--- config.mk ---
export PLATFORM = sky130hd
export DESIGN_NAME = ext_link_rx
export DESIGN_NICKNAME = d
export VERILOG_FILES = /design/src/rtl/ext_link_pkg.sv /design/src/rtl/bit_sync.sv /design/src/rtl/ext_link_rx.sv
export SDC_FILE = /design/constraint.sdc
export NUM_CORES = 1
export LEC_CHECK = 0
export BUFFER_PORTS_ARGS = -buffer_cell sky130_fd_sc_hd__buf_2
export CAP_MARGIN = 25
export CELL_PAD_IN_SITES_DETAIL_PLACEMENT = 2
export CELL_PAD_IN_SITES_GLOBAL_PLACEMENT = 2
export CORE_ASPECT_RATIO = 0.6
export CORE_MARGIN = 5
export CORE_UTILIZATION = 38
export CTS_CLUSTER_SIZE = 30
export DETAILED_ROUTE_END_ITERATION = 8
export PLACE_DENSITY_LB_ADDON = 0.1
export SETUP_SLACK_MARGIN = 0.05
export SLEW_MARGIN = 40
export SYNTH_ARGS = -nofsm -noshare
export SYNTH_HDL_FRONTEND = slang
export SYNTH_HIERARCHICAL = 1
export SYNTH_SLANG_ARGS = --single-unit
export TNS_END_PERCENT = 20
--- constraint.sdc ---
create_clock -name clk -period 3.5 [get_ports clk]
set_clock_uncertainty 0.05 [all_clocks]
set_input_delay 0.175 -clock clk [delete_from_list [all_inputs] [get_ports clk]]
set_output_delay 0.175 -clock clk [all_outputs]
set_load 0.01 [all_outputs]
--- src/rtl/ext_link_pkg.sv ---
// Shared definitions for the inter-board external link (receiver and transmitter).
package ext_link_pkg;

  // Payload width of one link frame.
  localparam int DATA_BITS = 8;

  // 50 MHz system clock divided down to 9600 baud.
  localparam int CLKS_PER_BIT_DEF = 5208;

  // Receiver FSM states; the encodings are also shown on the debug LEDs.
  typedef enum logic [2:0] {
    ST_IDLE    = 3'd0,
    ST_START   = 3'd1,
    ST_DATA    = 3'd2,
    ST_STOP    = 3'd3,
    ST_ACK     = 3'd4,
    ST_RECOVER = 3'd5
  } link_state_e;

endpackage

--- src/rtl/bit_sync.sv ---
// Two-flop synchronizer for a single asynchronous level, with a selectable reset value.
module bit_sync #(
  parameter logic RST_VAL = 1'b1
) (
  input  logic clk,
  input  logic reset,
  input  logic d,
  output logic q
);

  logic meta_q, meta_d;
  logic sync_q, sync_d;

  // Next-state of the two synchronizer stages.
  always_comb begin
    meta_d = d;
    sync_d = meta_q;
  end

  // Synchronizer flops; both stages start at the idle level.
  always_ff @(posedge clk) begin
    if (reset) begin
      meta_q <= RST_VAL;
      sync_q <= RST_VAL;
    end else begin
      meta_q <= meta_d;
      sync_q <= sync_d;
    end
  end

  assign q = sync_q;

endmodule

--- src/rtl/ext_link_rx.sv ---
// External-link serial receiver: 8N1 frame decode, valid/ready byte output and ack to the sender.
module ext_link_rx
  import ext_link_pkg::*;
#(
  parameter int CLKS_PER_BIT = CLKS_PER_BIT_DEF,
  parameter int ACK_BITS     = 1
) (
  input  logic                 clk,
  input  logic                 reset,
  input  logic                 receiver_en,
  input  logic                 ext_data_in,
  output logic                 ack_out,
  output logic [DATA_BITS-1:0] rx_data,
  output logic                 rx_valid,
  input  logic                 rx_ready,
  output logic                 frame_err,
  output logic                 overrun,
  output logic                 tick,
  output logic [2:0]           state_rx
);

  // One counter serves bit timing and the (longer) ack phase.
  localparam int ACK_CYCLES = ACK_BITS * CLKS_PER_BIT;
  localparam int CW         = (ACK_CYCLES > 1) ? $clog2(ACK_CYCLES) : 1;

  localparam logic [CW-1:0] CNT_ZERO    = {CW{1'b0}};
  localparam logic [CW-1:0] CNT_ONE     = CW'(1);
  localparam logic [CW-1:0] CNT_HALF    = CW'(CLKS_PER_BIT / 2 - 1);
  localparam logic [CW-1:0] CNT_BIT_END = CW'(CLKS_PER_BIT - 1);
  localparam logic [CW-1:0] CNT_ACK_END = CW'(ACK_CYCLES - 1);

  localparam logic [2:0] BIDX_ZERO = 3'd0;
  localparam logic [2:0] BIDX_ONE  = 3'd1;
  localparam logic [2:0] BIDX_LAST = 3'(DATA_BITS - 1);

  logic sd;

  link_state_e          state_q,    state_d;
  logic [CW-1:0]        cnt_q,      cnt_d;
  logic [2:0]           bidx_q,     bidx_d;
  logic [DATA_BITS-1:0] shreg_q,    shreg_d;
  logic [DATA_BITS-1:0] rx_data_q,  rx_data_d;
  logic                 rx_valid_q, rx_valid_d;
  logic                 ack_q,      ack_d;
  logic                 ferr_q,     ferr_d;
  logic                 overrun_q,  overrun_d;
  logic                 tick_q,     tick_d;

  bit_sync #(
    .RST_VAL(1'b1)
  ) u_sync (
    .clk  (clk),
    .reset(reset),
    .d    (ext_data_in),
    .q    (sd)
  );

  // Frame FSM, bit timing, byte assembly, handshake and status flags.
  always_comb begin
    state_d    = state_q;
    cnt_d      = cnt_q;
    bidx_d     = bidx_q;
    shreg_d    = shreg_q;
    rx_data_d  = rx_data_q;
    // A byte is consumed whenever the consumer takes it, independent of the FSM.
    rx_valid_d = rx_valid_q & ~rx_ready;
    ack_d      = 1'b0;
    ferr_d     = 1'b0;
    overrun_d  = overrun_q;
    tick_d     = 1'b0;

    if (!receiver_en) begin
      // Disabled: abort any frame, keep the delivered byte and the sticky flag.
      state_d = ST_IDLE;
      cnt_d   = CNT_ZERO;
      bidx_d  = BIDX_ZERO;
    end else begin
      case (state_q)
        ST_IDLE: begin
          cnt_d  = CNT_ZERO;
          bidx_d = BIDX_ZERO;
          if (!sd) begin
            state_d = ST_START;
          end else begin
            state_d = ST_IDLE;
          end
        end

        ST_START: begin
          if (cnt_q == CNT_HALF) begin
            // Mid start bit: a line back high here was only a glitch.
            tick_d = 1'b1;
            cnt_d  = CNT_ZERO;
            bidx_d = BIDX_ZERO;
            if (!sd) begin
              state_d = ST_DATA;
            end else begin
              state_d = ST_IDLE;
            end
          end else begin
            cnt_d = cnt_q + CNT_ONE;
          end
        end

        ST_DATA: begin
          if (cnt_q == CNT_BIT_END) begin
            // One full bit after the previous mid-bit point: sample, LSB first.
            tick_d          = 1'b1;
            cnt_d           = CNT_ZERO;
            shreg_d[bidx_q] = sd;
            if (bidx_q == BIDX_LAST) begin
              bidx_d  = BIDX_ZERO;
              state_d = ST_STOP;
            end else begin
              bidx_d = bidx_q + BIDX_ONE;
            end
          end else begin
            cnt_d = cnt_q + CNT_ONE;
          end
        end

        ST_STOP: begin
          if (cnt_q == CNT_BIT_END) begin
            tick_d = 1'b1;
            cnt_d  = CNT_ZERO;
            if (sd) begin
              if (!rx_valid_q || rx_ready) begin
                // Output slot free (or freed this very cycle): deliver and acknowledge.
                rx_data_d  = shreg_q;
                rx_valid_d = 1'b1;
                ack_d      = 1'b1;
                state_d    = ST_ACK;
              end else begin
                // Previous byte still pending: drop this one and withhold the ack.
                overrun_d = 1'b1;
                state_d   = ST_IDLE;
              end
            end else begin
              ferr_d  = 1'b1;
              state_d = ST_RECOVER;
            end
          end else begin
            cnt_d = cnt_q + CNT_ONE;
          end
        end

        ST_ACK: begin
          if (cnt_q == CNT_ACK_END) begin
            ack_d   = 1'b0;
            cnt_d   = CNT_ZERO;
            state_d = ST_IDLE;
          end else begin
            ack_d = 1'b1;
            cnt_d = cnt_q + CNT_ONE;
          end
        end

        ST_RECOVER: begin
          // Hold off until the line is idle so a break cannot look like a start bit.
          cnt_d = CNT_ZERO;
          if (sd) begin
            state_d = ST_IDLE;
          end else begin
            state_d = ST_RECOVER;
          end
        end

        default: begin
          state_d = ST_IDLE;
          cnt_d   = CNT_ZERO;
          bidx_d  = BIDX_ZERO;
        end
      endcase
    end
  end

  // State and output registers with synchronous reset.
  always_ff @(posedge clk) begin
    if (reset) begin
      state_q    <= ST_IDLE;
      cnt_q      <= CNT_ZERO;
      bidx_q     <= BIDX_ZERO;
      shreg_q    <= {DATA_BITS{1'b0}};
      rx_data_q  <= {DATA_BITS{1'b0}};
      rx_valid_q <= 1'b0;
      ack_q      <= 1'b0;
      ferr_q     <= 1'b0;
      overrun_q  <= 1'b0;
      tick_q     <= 1'b0;
    end else begin
      state_q    <= state_d;
      cnt_q      <= cnt_d;
      bidx_q     <= bidx_d;
      shreg_q    <= shreg_d;
      rx_data_q  <= rx_data_d;
      rx_valid_q <= rx_valid_d;
      ack_q      <= ack_d;
      ferr_q     <= ferr_d;
      overrun_q  <= overrun_d;
      tick_q     <= tick_d;
    end
  end

  assign ack_out   = ack_q;
  assign rx_data   = rx_data_q;
  assign rx_valid  = rx_valid_q;
  assign frame_err = ferr_q;
  assign overrun   = overrun_q;
  assign tick      = tick_q;
  assign state_rx  = state_q;

endmodule
# Word-level counts from Yosys, hierarchy flattened
# Cells that the tools add are included.
[word_totals]
elab_cells = 85
output_inout_bits = 16
regBits = 42
[classes]
n_bitwise = 7
eq_ne = 13
muxes = 35
n_reduce_logical = 14
addsub = 2
magnitude_cmp = 2
[op_table]
columns = ["cell", "count"]
rows = [
  ["$mux W3", 11],
  ["$mux W13", 2],
  ["$pmux W13 S2", 1],
  ["$pmux W3 S6", 1],
  ["$reduce_and A5 Y1", 3],
  ["$mux W1", 14],
  ["$add A13 B1 Y13 const B", 1],
  ["$eq A13 B12 Y1 const B", 1],
  ["$eq A13 B13 Y1 const B", 1],
  ["$ne A2 B2 Y1 const B", 5],
  ["$eq A3 B3 Y1 const B", 3],
  ["$pmux W3 S3", 1],
  ["$bwmux W8", 1],
  ["$eq A3 B2 Y1 const B", 2],
  ["$not A1 Y1", 6],
  ["$reduce_and A3 Y1", 2],
  ["$reduce_or A3 Y1", 2],
  ["$lt A3 B4 Y1 const B", 1],
  ["$pmux W1 S2", 2],
  ["$reduce_or A2 Y1", 2],
  ["$reduce_or A4 Y1", 1],
  ["$add A3 B1 Y3 const B", 1],
  ["$demux W1 S3", 1],
  ["$eq A3 B1 Y1 const B", 1],
  ["7 further kinds", 7],
]

# Depth between registers and ports, before layout
# Gate-level depths: netlist (run 1).
[logic_depth]
depth_word = 7
depth_mapped = 7
depth_no_buf = 5

# By module
# The synthesis (run 1) kept the hierarchy.
[by_module_without_submodules]
columns = ["mod", "instances", "seq_area_each_um2", "cells_each", "area_each_um2"]
rows = [
  ["ext_link_rx", 1, 800.8, 231, 1954.4],
  ["bit_sync", 1, 40.0, 4, 52.6],
]

# Worst setup path after synthesis (run 1)
# No wires, ideal clock.
[synth_timing]
kind = "register -> register"
from = "register state_q[1], in the netlist state_rx[1]"
to = "register shreg_q[0]"
slack_ps = 1611
t_required_ps = 3380
synth_period_minus_slack_ps = 1889
arrival_time_ps = 1769
stages_incl_launch_ff = 6
path_cell_list = "dfxtp_1 > or3b_1 > clkbuf_1 > or4_1 > or3_1 > a21oi_1"
[synth_via]
elab_chain_cells = 2
[synth_lines]
columns = ["item", "line", "rtl"]
rows = [
  ["from (decl)", "ext_link_rx.sv:38", "link_state_e state_q, state_d;"],
  ["from (signal assigned)", "ext_link_rx.sv:191", "state_q <= state_d;"],
  ["$eq A3 B2 Y1", "ext_link_rx.sv:78", "case (state_q)"],
  ["$reduce_and A3 Y1 (no line)", "-", ""],
  ["to (signal assigned)", "ext_link_rx.sv:183", "shreg_q <= {DATA_BITS{1'b0}};"],
  ["to (signal assigned)", "ext_link_rx.sv:194", "shreg_q <= shreg_d;"],
  ["to (decl)", "ext_link_rx.sv:41", "logic [DATA_BITS-1:0] shreg_q, shreg_d;"],
]
# No other way between the ends.
# A chain may end at the register's enable or synchronous reset.

# Worst setup path in the final report (run 1)
[layout_timing]
from = "register cnt_q[0]"
to = "register shreg_q[5]"
[layout_via]
elab_chain_cells = 2
[layout_lines]
columns = ["item", "line", "rtl"]
rows = [
  ["from (decl)", "ext_link_rx.sv:39", "logic [CW-1:0] cnt_q, cnt_d;"],
  ["from (signal assigned)", "ext_link_rx.sv:192", "cnt_q <= cnt_d;"],
  ["$eq A13 B13 Y1", "ext_link_rx.sv:106", "if (cnt_q == CNT_BIT_END) begin"],
  ["$reduce_and A3 Y1 (no line)", "-", ""],
]
# No other way between the ends.

==> results.md, run 1 <==
* Mapped Avg Cell Area at 8.54 µm²
* Vias per cell at 5.82
* Total gr overflow at 0
* Critical path arrival at ~2600 ps
* Initial Util at 0.395
* Largest net degree at the start of global routing at 23
* First-pass GRT wire length at 10.3 mm
* DIE AREA at 6880 µm²
* TritonCTS Sinks at 42
* Ant diodes at 0
* Cells after synthesis at ~240
* Gate power share at 0.028
* # rows at 20
* Die Y at around 66 µm
* Post-Syn Area at between 2000 and 2500 µm²
* Final setup vio count at 0
* Longest Clk Path Bufs at 2
* Net load switching power at roughly 0.18 mW
* CTS Buf Count at 5
* Min-delay worst type: input port to register
* H-tree lvl count at 2
* Kind of critical path: register to register
* Unrepaired setup endpoints after global routing: no
* Routed Wire Length at 6.31 mm
* Switch share at 0.229
* Antenna violations before repair at 0
* Worst Path Required at 3600 ps
* Status: completed
* Net count, final at approximately 260
* Number of synthesized flops with an enable pin at 0
* CTS Hold Bufs at 0
* Main synth FF type: dfxtp_1
* Post-route ant nets at 0
* Layout cells sized above 1 at 0.135
* Pwr/cell area at around 360 nW/µm²
* Number of global-route vias before repair at between 1.5k and 2k
* Most common cell after layout, fill and taps aside: dfxtp_1
* Fill cells at a little under 600
* Ys async rst share at 0
* Seq. cell area at roughly 840 µm²
* Clk Latency, worst-skew pair at 290 ps
* Critical Path Sink Type: register
* Most frequent cells in the layout: dfxtp_1 (42), nor3_1 (24), nand3_1 (23)
* Register bit count reported by yosys at 42
* Finished Cell Area at 2240 µm²
* Via count at 1845
* Slew HR at 0.478
* DR iter-0 viols at 76
* Synth warn at 6
* Multi-input logic area at 1090 µm²
* Hold Vio Cnt, Final at 0
* P&R area growth vs syn at 11.4%
* Root Buffer: clkbuf_8
* Post-DP Area at between 2000 and 2500 µm²
* Synthesized Nets at 243
* RePlAce Congestion at between 0.7 and 0.8
* Max-slew violation count at 0
* Wirelength per Cell at between 15 and 20 µm
* Total Neg Setup Slack at 0 ps
* I/O pin cnt at 21
* Cell Int Power at just over 0.6 mW
* Total GRT Usage at 0.188
* Leakage power at ~0.74 nW
* CTS tree: done
* Count of different cell masters after synthesis at 43
* Critical path fanouts, max at 16
* IR drop worst, VDD at ~0.13 mV
* Worst-path clk slew at 80 ps
* Post-CTS sizing at 0
* Max Clk Rate at a little over 400 MHz
* Drt drc at 0
* CP startpoint kind: register
* Core ar. at 5080 µm²
* Period utilization at 0.705
* Post-CTS Repair Setup Buffers at 0
* Worst-Margin Slew at approximately 800 ps
* Share of total power in the clock network at 0.372
* Register area share after synthesis at 0.419
* Die W at between 100 and 150 µm
* Hpwl dp at around 4.5 mm
* Util after Layout at 0.440
* Sequential fraction of design power at 0.601
* Max Cap Viol at 0
* Drt pass-1 iters at 4
* IO buf count at 20
* Period minus WS final at around 2500 ps
-- kinds of logic after synthesis --
kind of cell / share of synthesized area
adders and majority gates: 0.0237
buffers and inverters: 0.0368
DFF: 0.419
muxes: 0.0206
AOI/OAI and AO/OA: 0.153
and+or+nand+nor: 0.299
xor gates and xnor gates: 0.0480
-- synthesized netlist by cell type, types with 2 or more instances --
cell      number  area (µm²)
dfxtp_1       42         841
mux2i_1        3        30.0
xnor2_1       10        87.6
or4_1          2        15.0
o41ai_1        6        52.6
clkbuf_1      11        41.3
nor4bb_1       2        20.0
inv_1          5        18.8
and3_1         3        18.8
and4b_1        2        20.0
buf_2          2        10.0
or3_1          4        25.0
nor2_1        11        41.3
a41o_1         2        20.0
nor4_1         3        18.8
nor3_1        24         120
nand2_1       10        37.5
a21oi_1       20         100
nor3b_1        3        22.5
nand4_1        4        25.0
ha_1           3        37.5
nand2b_1       7        43.8
or2_1          2        12.5
nand3_1       23         115
nor2b_1        2        12.5
o21ai_0       12        60.1
-- state kept, by name, indices dropped and copies added (netlist names) --
name	flops
rx_data	8
frame_err	1
u_sync/meta_q	1
shreg_q	8
ack_out	1
rx_valid	1
cnt_q	13
u_sync/q	1
bidx_q	3
overrun	1
state_rx	3
tick	1
-- through the flow --
step | power (mW) | setup WS [ps] | std cells | hold slack [ps]
final | 0.802 | 1030 | 317 | 21.1
after global routing | 0.837 | 895 | 317 | 24.9
after CTS | 0.810 | 1080 | 317 | 22.2
after detailed placement | 0.515 | 1150 | 310 | 323
after global placement | 0.515 | 1200 | 310 | 329
after floorplan | 0.506 | 1610 | 235 | 222
-- area by class of cell --
class,instances,area share
sequential,42,0.376
clock inverter,2,0.00448
inverter,5,0.00839
multi-input combinational,174,0.489
tap,66,0.0369
timing repair buffer,23,0.0548
clock buffer,5,0.0308
-- power by group through the flow --
stage          sequential [mW]  combinational (mW)  clock, mW
3_3_place_gp             0.493              0.0220          0
3_5_place_dp             0.493              0.0222          0
4_1_cts                  0.482              0.0225      0.306
6_report                 0.482              0.0222      0.298
5_1_grt                  0.482              0.0253      0.330
2_1_floorplan            0.491              0.0153          0
-- routing by layer --
| layer | vias up | GRT usage | share of wire |
|---|---|---|---|
| li1 | 897 | - | - |
| met1 | 908 | 0.290 | 0.56 |
| met2 | 38 | 0.265 | 0.38 |
| met4 | 0 | 0.0355 | 0.0043 |
| met5 | - | 0 | 0 |
| met3 | 2 | 0.0400 | 0.049 |
-- worst max-delay path: stages, from the launching register on --
cell and delay [ps]:
dfxtp_1 410, ha_1 270, and4bb_2 270, nand3_1 470, o41ai_1 680, a21oi_1 170
-- worst paths after layout --
| kind | start | end | slack, ps | depth (start not counted) |
|---|---|---|---|---|
| setup / recovery | cnt_q[0] | shreg_q[5] | 1030 | 5 |
| hold / removal | ext_data_in | u_sync/meta_q | 20 | 2 |
| setup reg to reg | cnt_q[0] | shreg_q[5] | 1030 | 5 |
| hold reg to reg | u_sync/meta_q | u_sync/q | 370 | 1 |
No activity file was read; power rests on OpenSTA's default activity.
==> inputs of run 2 (changes only) <==
--- a/config.mk
+++ b/config.mk
@@ -11,7 +11,7 @@
 export CELL_PAD_IN_SITES_GLOBAL_PLACEMENT = 2
 export CORE_ASPECT_RATIO = 0.6
 export CORE_MARGIN = 5
-export CORE_UTILIZATION = 38
+export CORE_UTILIZATION = 35
 export CTS_CLUSTER_SIZE = 30
 export DETAILED_ROUTE_END_ITERATION = 8
 export PLACE_DENSITY_LB_ADDON = 0.1
==> constraint.sdc (replaced) <==
create_clock -name clk -period 2.5 [get_ports clk]
set_clock_uncertainty 0.05 [all_clocks]
set_input_delay 0.125 -clock clk [delete_from_list [all_inputs] [get_ports clk]]
set_output_delay 0.125 -clock clk [all_outputs]
set_load 0.01 [all_outputs]
==> results.md, run 2 (synthesis results as in run 1) <==
* P&R area growth vs syn at 17.0%
* GR Util met1 at 0.288
* CP max stage delay at approximately 460 ps
* Fin cells at 339
* IR drop worst, VDD at 0.321 mV
* Worst-path clk slew at about 80 ps
* Cell count of the worst hold path at 3
* Largest net degree at the start of global routing at 23
* Layout cells sized above 1 at 0.151
* Top delay family on crit path: compound AO/OA/AOI/OAI gates
* Worst-path cell chain: ha_1 > nor4bb_1 > nand3_1 > a2bb2oi_4 > a41o_1
* Longest Clk Path Bufs at 2
* DIE AREA at ~7400 µm²
* GR Util met2 at 0.251
* Initial Util at 0.360
* Wirelength per Cell at 18.6 µm
* First-pass GRT wire length at 10.5 mm
* Drt drc at 0
* Leakage power at slightly below 0.8 nW
* Worst-Margin Slew at roughly 630 ps
* Total GRT Usage at 0.185
* Critical path fanouts, max at 16
* Routed Wire Length at 6.31 mm
* Unrepaired setup endpoints after global routing: no
* Util after Layout at 0.421
* Worst Path Required at 2670 ps
* Most common cell after layout, fill and taps aside: dfxtp_1
* Buf+Inv Stages, Crit Path at 0
* Slew HR at 0.580
* Final setup vio count at 0
* Pre-CTS setup slack at between 150 and 200 ps
* Core ar. at about 5600 µm²
* Drt pass-1 iters at 4
* DR iter-0 viols at 84
* Finished Cell Area at 2350 µm²
* Max Cap Viol at 0
* Critical Path Sink Type: register
* Slowest-stage cell, CP: a2bb2oi_4
* # rows at 21
* Met3 Use GR at 0.0409
* Placed cells at 330
* RePlAce Congestion at around 0.78
* GR peak layer: met1
* Post-route ant nets at 0
* Post-CTS Repair Setup Buffers at 0
* Worst hold slack at between 150 and 200 ps
* Die Y at around 69 µm
* Antenna violations before repair at 0
* Kind of critical path: register to register
* TritonCTS Sinks at 42
* IO buf count at 20
* Hpwl dp at between 4 and 5 mm
* Via count at between 1.5k and 2k
* Post-DP Area at 2220 µm²
* Root Buffer: clkbuf_8
* Period utilization at 0.861
* Ant diodes at 0
* Critical path arrival at 2330 ps
* CTS Buf Count at 5
* Number of flip-flops under the largest register name at 13
* Clk Latency, worst-skew pair at between 200 and 300 ps
* Total Neg Setup Slack at 0 ps
* CTS tree: done
* Number of global-route vias before repair at approximately 1.9k
* Critical Path Stages at 5
* Min-delay worst type: input port to register
* Max-slew violation count at 0
* Status: completed
* Vias per cell at 5.48
* Biggest register: cnt_q
* Hold Vio Cnt, Final at 0
* Worst Slack Setup Final at around 350 ps
* Total gr overflow at 0
* CP startpoint kind: register
* R2R depth at 5
* I/O pin cnt at 21
* Die W at around 110 µm
* Most frequent cells in the layout: dfxtp_1 (42), nor3_1 (24), nand3_1 (23)
* Period minus WS final at roughly 2200 ps
* Pwr/cell area at about 530 nW/µm²
* Max Clk Rate at about 460 MHz
* H-tree lvl count at 2
* Net count, final at about 270
* Final Power at approximately 1.2 mW
run 2: changes by cell type in the layout (fill, tap and decap cells not counted), sizes merged:
cell,delta
dlygate4sd3,+1
buf,+6
clkbuf,+2
clkinv,-2
bufinv,+1
run 2: final timing paths:
check | from | endpoint | slack, ps
setup / recovery | cnt_q[0] | state_rx[1] | 350
hold / removal | receiver_en | overrun | 190
setup reg to reg | cnt_q[0] | state_rx[1] | 350
hold reg to reg | u_sync/meta_q | u_sync/q | 360
run 2: tightest hold or removal path: cells and delay by family:
family | cells | cell delay (ps)
buf+inv | 1 | 170
simple gates | 1 | 70
compound gates | 1 | 120
run 2: cell type report:
cell class / count / area (µm²)
Sequential cell: 42 / 841
Fill cell: 636 / 3220
Tap cell: 80 / 100
Clock inverter: 1 / 30.0
Inverter: 5 / 18.8
Timing Repair Buffer: 30 / 178
Multi-Input combinational cell: 174 / 1100
Clock buffer: 7 / 76.3
run 2: metal layers:
metal  vias to the layer above  share of wire  wire (µm)
met5                         -              0          0
met1                       907           0.57       3590
met3                         2          0.052        329
met2                        36           0.37       2360
met4                         0         0.0052         33
li1                        912              -          -
run 2: power by group:
part / switching (mW) / internal, mW / leakage, nW / total [mW]
sequential: 0.00109 / 0.670 / 0.339 / 0.671
clock: 0.229 / 0.299 / 0.0524 / 0.529
combinational: 0.0267 / 0.0110 / 0.398 / 0.0377
total: 0.257 / 0.980 / 0.789 / 1.24
run 2: repair_timing:
action	in CTS	in global routing
setup endpoints to repair	0	4
resized for setup	0	1
endpoints found under the hold margin	1	0
hold buffers	1	0
==> inputs of run 3 (changes only) <==
--- a/config.mk
+++ b/config.mk
@@ -11,9 +11,10 @@
 export CELL_PAD_IN_SITES_GLOBAL_PLACEMENT = 2
 export CORE_ASPECT_RATIO = 0.6
 export CORE_MARGIN = 5
-export CORE_UTILIZATION = 35
+export CORE_UTILIZATION = 38
 export CTS_CLUSTER_SIZE = 30
 export DETAILED_ROUTE_END_ITERATION = 8
+export GPL_TIMING_DRIVEN = 0
 export PLACE_DENSITY_LB_ADDON = 0.1
 export SETUP_SLACK_MARGIN = 0.05
 export SLEW_MARGIN = 40
==> constraint.sdc (replaced) <==
create_clock -name clk -period 2.7 [get_ports clk]
set_clock_uncertainty 0.05 [all_clocks]
set_input_delay 0.135 -clock clk [delete_from_list [all_inputs] [get_ports clk]]
set_output_delay 0.135 -clock clk [all_outputs]
set_load 0.01 [all_outputs]
==> results.md, run 3 (synthesis results as in run 1) <==
* Status: completed
* Fill cells at 595
* Worst Path Required at roughly 2800 ps
* I/O pin cnt at 21
* R2r startpoint: cnt_q[0]
* Max Clk Rate at 423 MHz
* Hold Vio Cnt, Final at 0
* Total gr overflow at 0
* Largest net degree at the start of global routing at 14
* Worst-path clk slew at 80 ps
* Hpwl dp at 4.91 mm
* Leakage power at between 0.7 and 0.8 nW
* Unrepaired setup endpoints after global routing: no
* Worst Setup SP: cnt_q[0]
* IR drop worst, VDD at 0.192 mV
* Max-slew violation count at 0
* Ant diodes at 0
* Via count at 1942
* Clk Latency, worst-skew pair at ~300 ps
* CP max stage delay at 460 ps
* Min-delay worst type: input port to register
* Placed cells at between 300 and 400
* Critical Path Sink Type: register
* TritonCTS Sinks at 42
* Top delay family on crit path: compound AO/OA/AOI/OAI gates
* First-pass GRT wire length at 10.7 mm
* Die W at around 100 µm
* Post-CTS sizing at 0
* Post-CTS Repair Setup Buffers at 0
* Drt pass-1 iters at 4
* Vias per cell at about 5.9
* P&R area growth vs syn at 15.0%
* Worst-Margin Slew at 852 ps
* Initial Util at 0.395
* CP startpoint kind: register
* DIE AREA at roughly 7000 µm²
* Net count, final at between 200 and 300
* Core ar. at between 5000 and 6000 µm²
* H-tree lvl count at 2
* Antenna violations before repair at 0
* Slowest-stage cell, CP: o41ai_1
* Routed Wire Length at 6.54 mm
* Multi-input logic area at 1090 µm²
* Critical path fanouts, max at 10
* Most frequent cells in the layout: dfxtp_1 (42), nor3_1 (24), nand3_1 (23)
* Worst-path cell chain: ha_1 > and4bb_2 > nand3_1 > clkbuf_1 > o41ai_1 > a21oi_1
* # rows at 20
* Longest Clk Path Bufs at 2
* IO buf count at 20
* CTS Buf Count at 5
* Most common cell after layout, fill and taps aside: dfxtp_1
* Seq. cell area at around 840 µm²
* Post-route ant nets at 0
* Slew HR at 0.431
* Number of global-route vias before repair at about 1.9k
* Number of flip-flops under the largest register name at 13
* Period minus WS final at about 2400 ps
* Biggest register: cnt_q
* Drt drc at 0
* Max Cap Viol at 0
* Layout cells sized above 1 at 0.129
* Kind of critical path: register to register
* Die Y at 66.3 µm
* Final setup vio count at 0
* Total GRT Usage at 0.200
* Critical path arrival at roughly 2500 ps
* Fin cells at between 300 and 400
* Total Neg Setup Slack at 0 ps
* Worst Hold Launch: reset
* Root Buffer: clkbuf_8
* Buf+Inv Stages, Crit Path at 1
* CTS tree: done
* DR iter-0 viols at between 60 and 70
* Period utilization at 0.876
* Pwr/cell area at about 500 nW/µm²
* Wirelength per Cell at just under 20 µm
* RePlAce Congestion at roughly 0.85
run 3: changes by cell type in the layout (fill, tap and decap cells not counted):
cell       before  now
buf_2          20   22
a2bb2oi_2       0    1
buf_4           9    0
a2bb2oi_4       1    0
clkinv_2        0    2
clkbuf_1        2   11
buf_1           0    1
run 3: path summary, 6_finish.rpt:
check,slack [ps],end,cells past startpoint
worst max-delay path,340,shreg_q[4],6
worst max register to register,340,shreg_q[4],6
worst min-delay path,40,u_sync/q,2
worst min register to register,380,u_sync/q,1
run 3: cell type report:
| cell class | instances | area share |
|---|---|---|
| Clock buffer | 5 | 0.0298 |
| Inverter | 5 | 0.00813 |
| Buffer | 14 | 0.0238 |
| Timing Repair Buffer | 21 | 0.0477 |
| Tap cell | 66 | 0.0358 |
| Multi-Input combinational cell | 174 | 0.473 |
| Clock inverter | 3 | 0.0173 |
| Sequential cell | 42 | 0.364 |
run 3: what timing repair did:
item / CTS / global route
endpoints found under the setup margin: 0 / 0
hold buffers: 1 / 0
endpoints found under the hold margin: 1 / 0
run 3: power by group:
part | total (mW) | leakage, nW | switching (mW) | internal (mW)
clock network | 0.503 | 0.0579 | 0.231 | 0.272
logic | 0.0367 | 0.373 | 0.0265 | 0.0101
registers | 0.622 | 0.339 | 0.00145 | 0.620
total | 1.16 | 0.769 | 0.259 | 0.903
run 3: through the flow:
stage	hold slack [ps]	utilization	setup slack (ps)	total power [mW]	area (µm²)
final	43.0	0.454	336	1.16	2310
after global routing	35.6	0.454	244	1.22	2310
after CTS	27.0	0.454	378	1.18	2310
after detailed placement	275	0.431	397	0.672	2190
after global placement	266	0.431	438	0.670	2190
after floorplan	182	-	811	0.656	2010
run 3: routing by layer:
| layer | GRT usage | share of wire | routed length [µm] |
|---|---|---|---|
| met3 | 0.0459 | 0.050 | 324 |
| met1 | 0.298 | 0.54 | 3510 |
| met5 | 0 | 0 | 0 |
| met4 | 0.0679 | 0.013 | 87 |
| met2 | 0.278 | 0.40 | 2620 |
run 3: worst register-to-register path: cells and delay by family (launching register included):
family | cells | cell delay, ps
buf+inv | 1 | 350
compound gates | 2 | 590
flops | 1 | 410
fa+ha+maj | 1 | 310
simple gates | 2 | 530
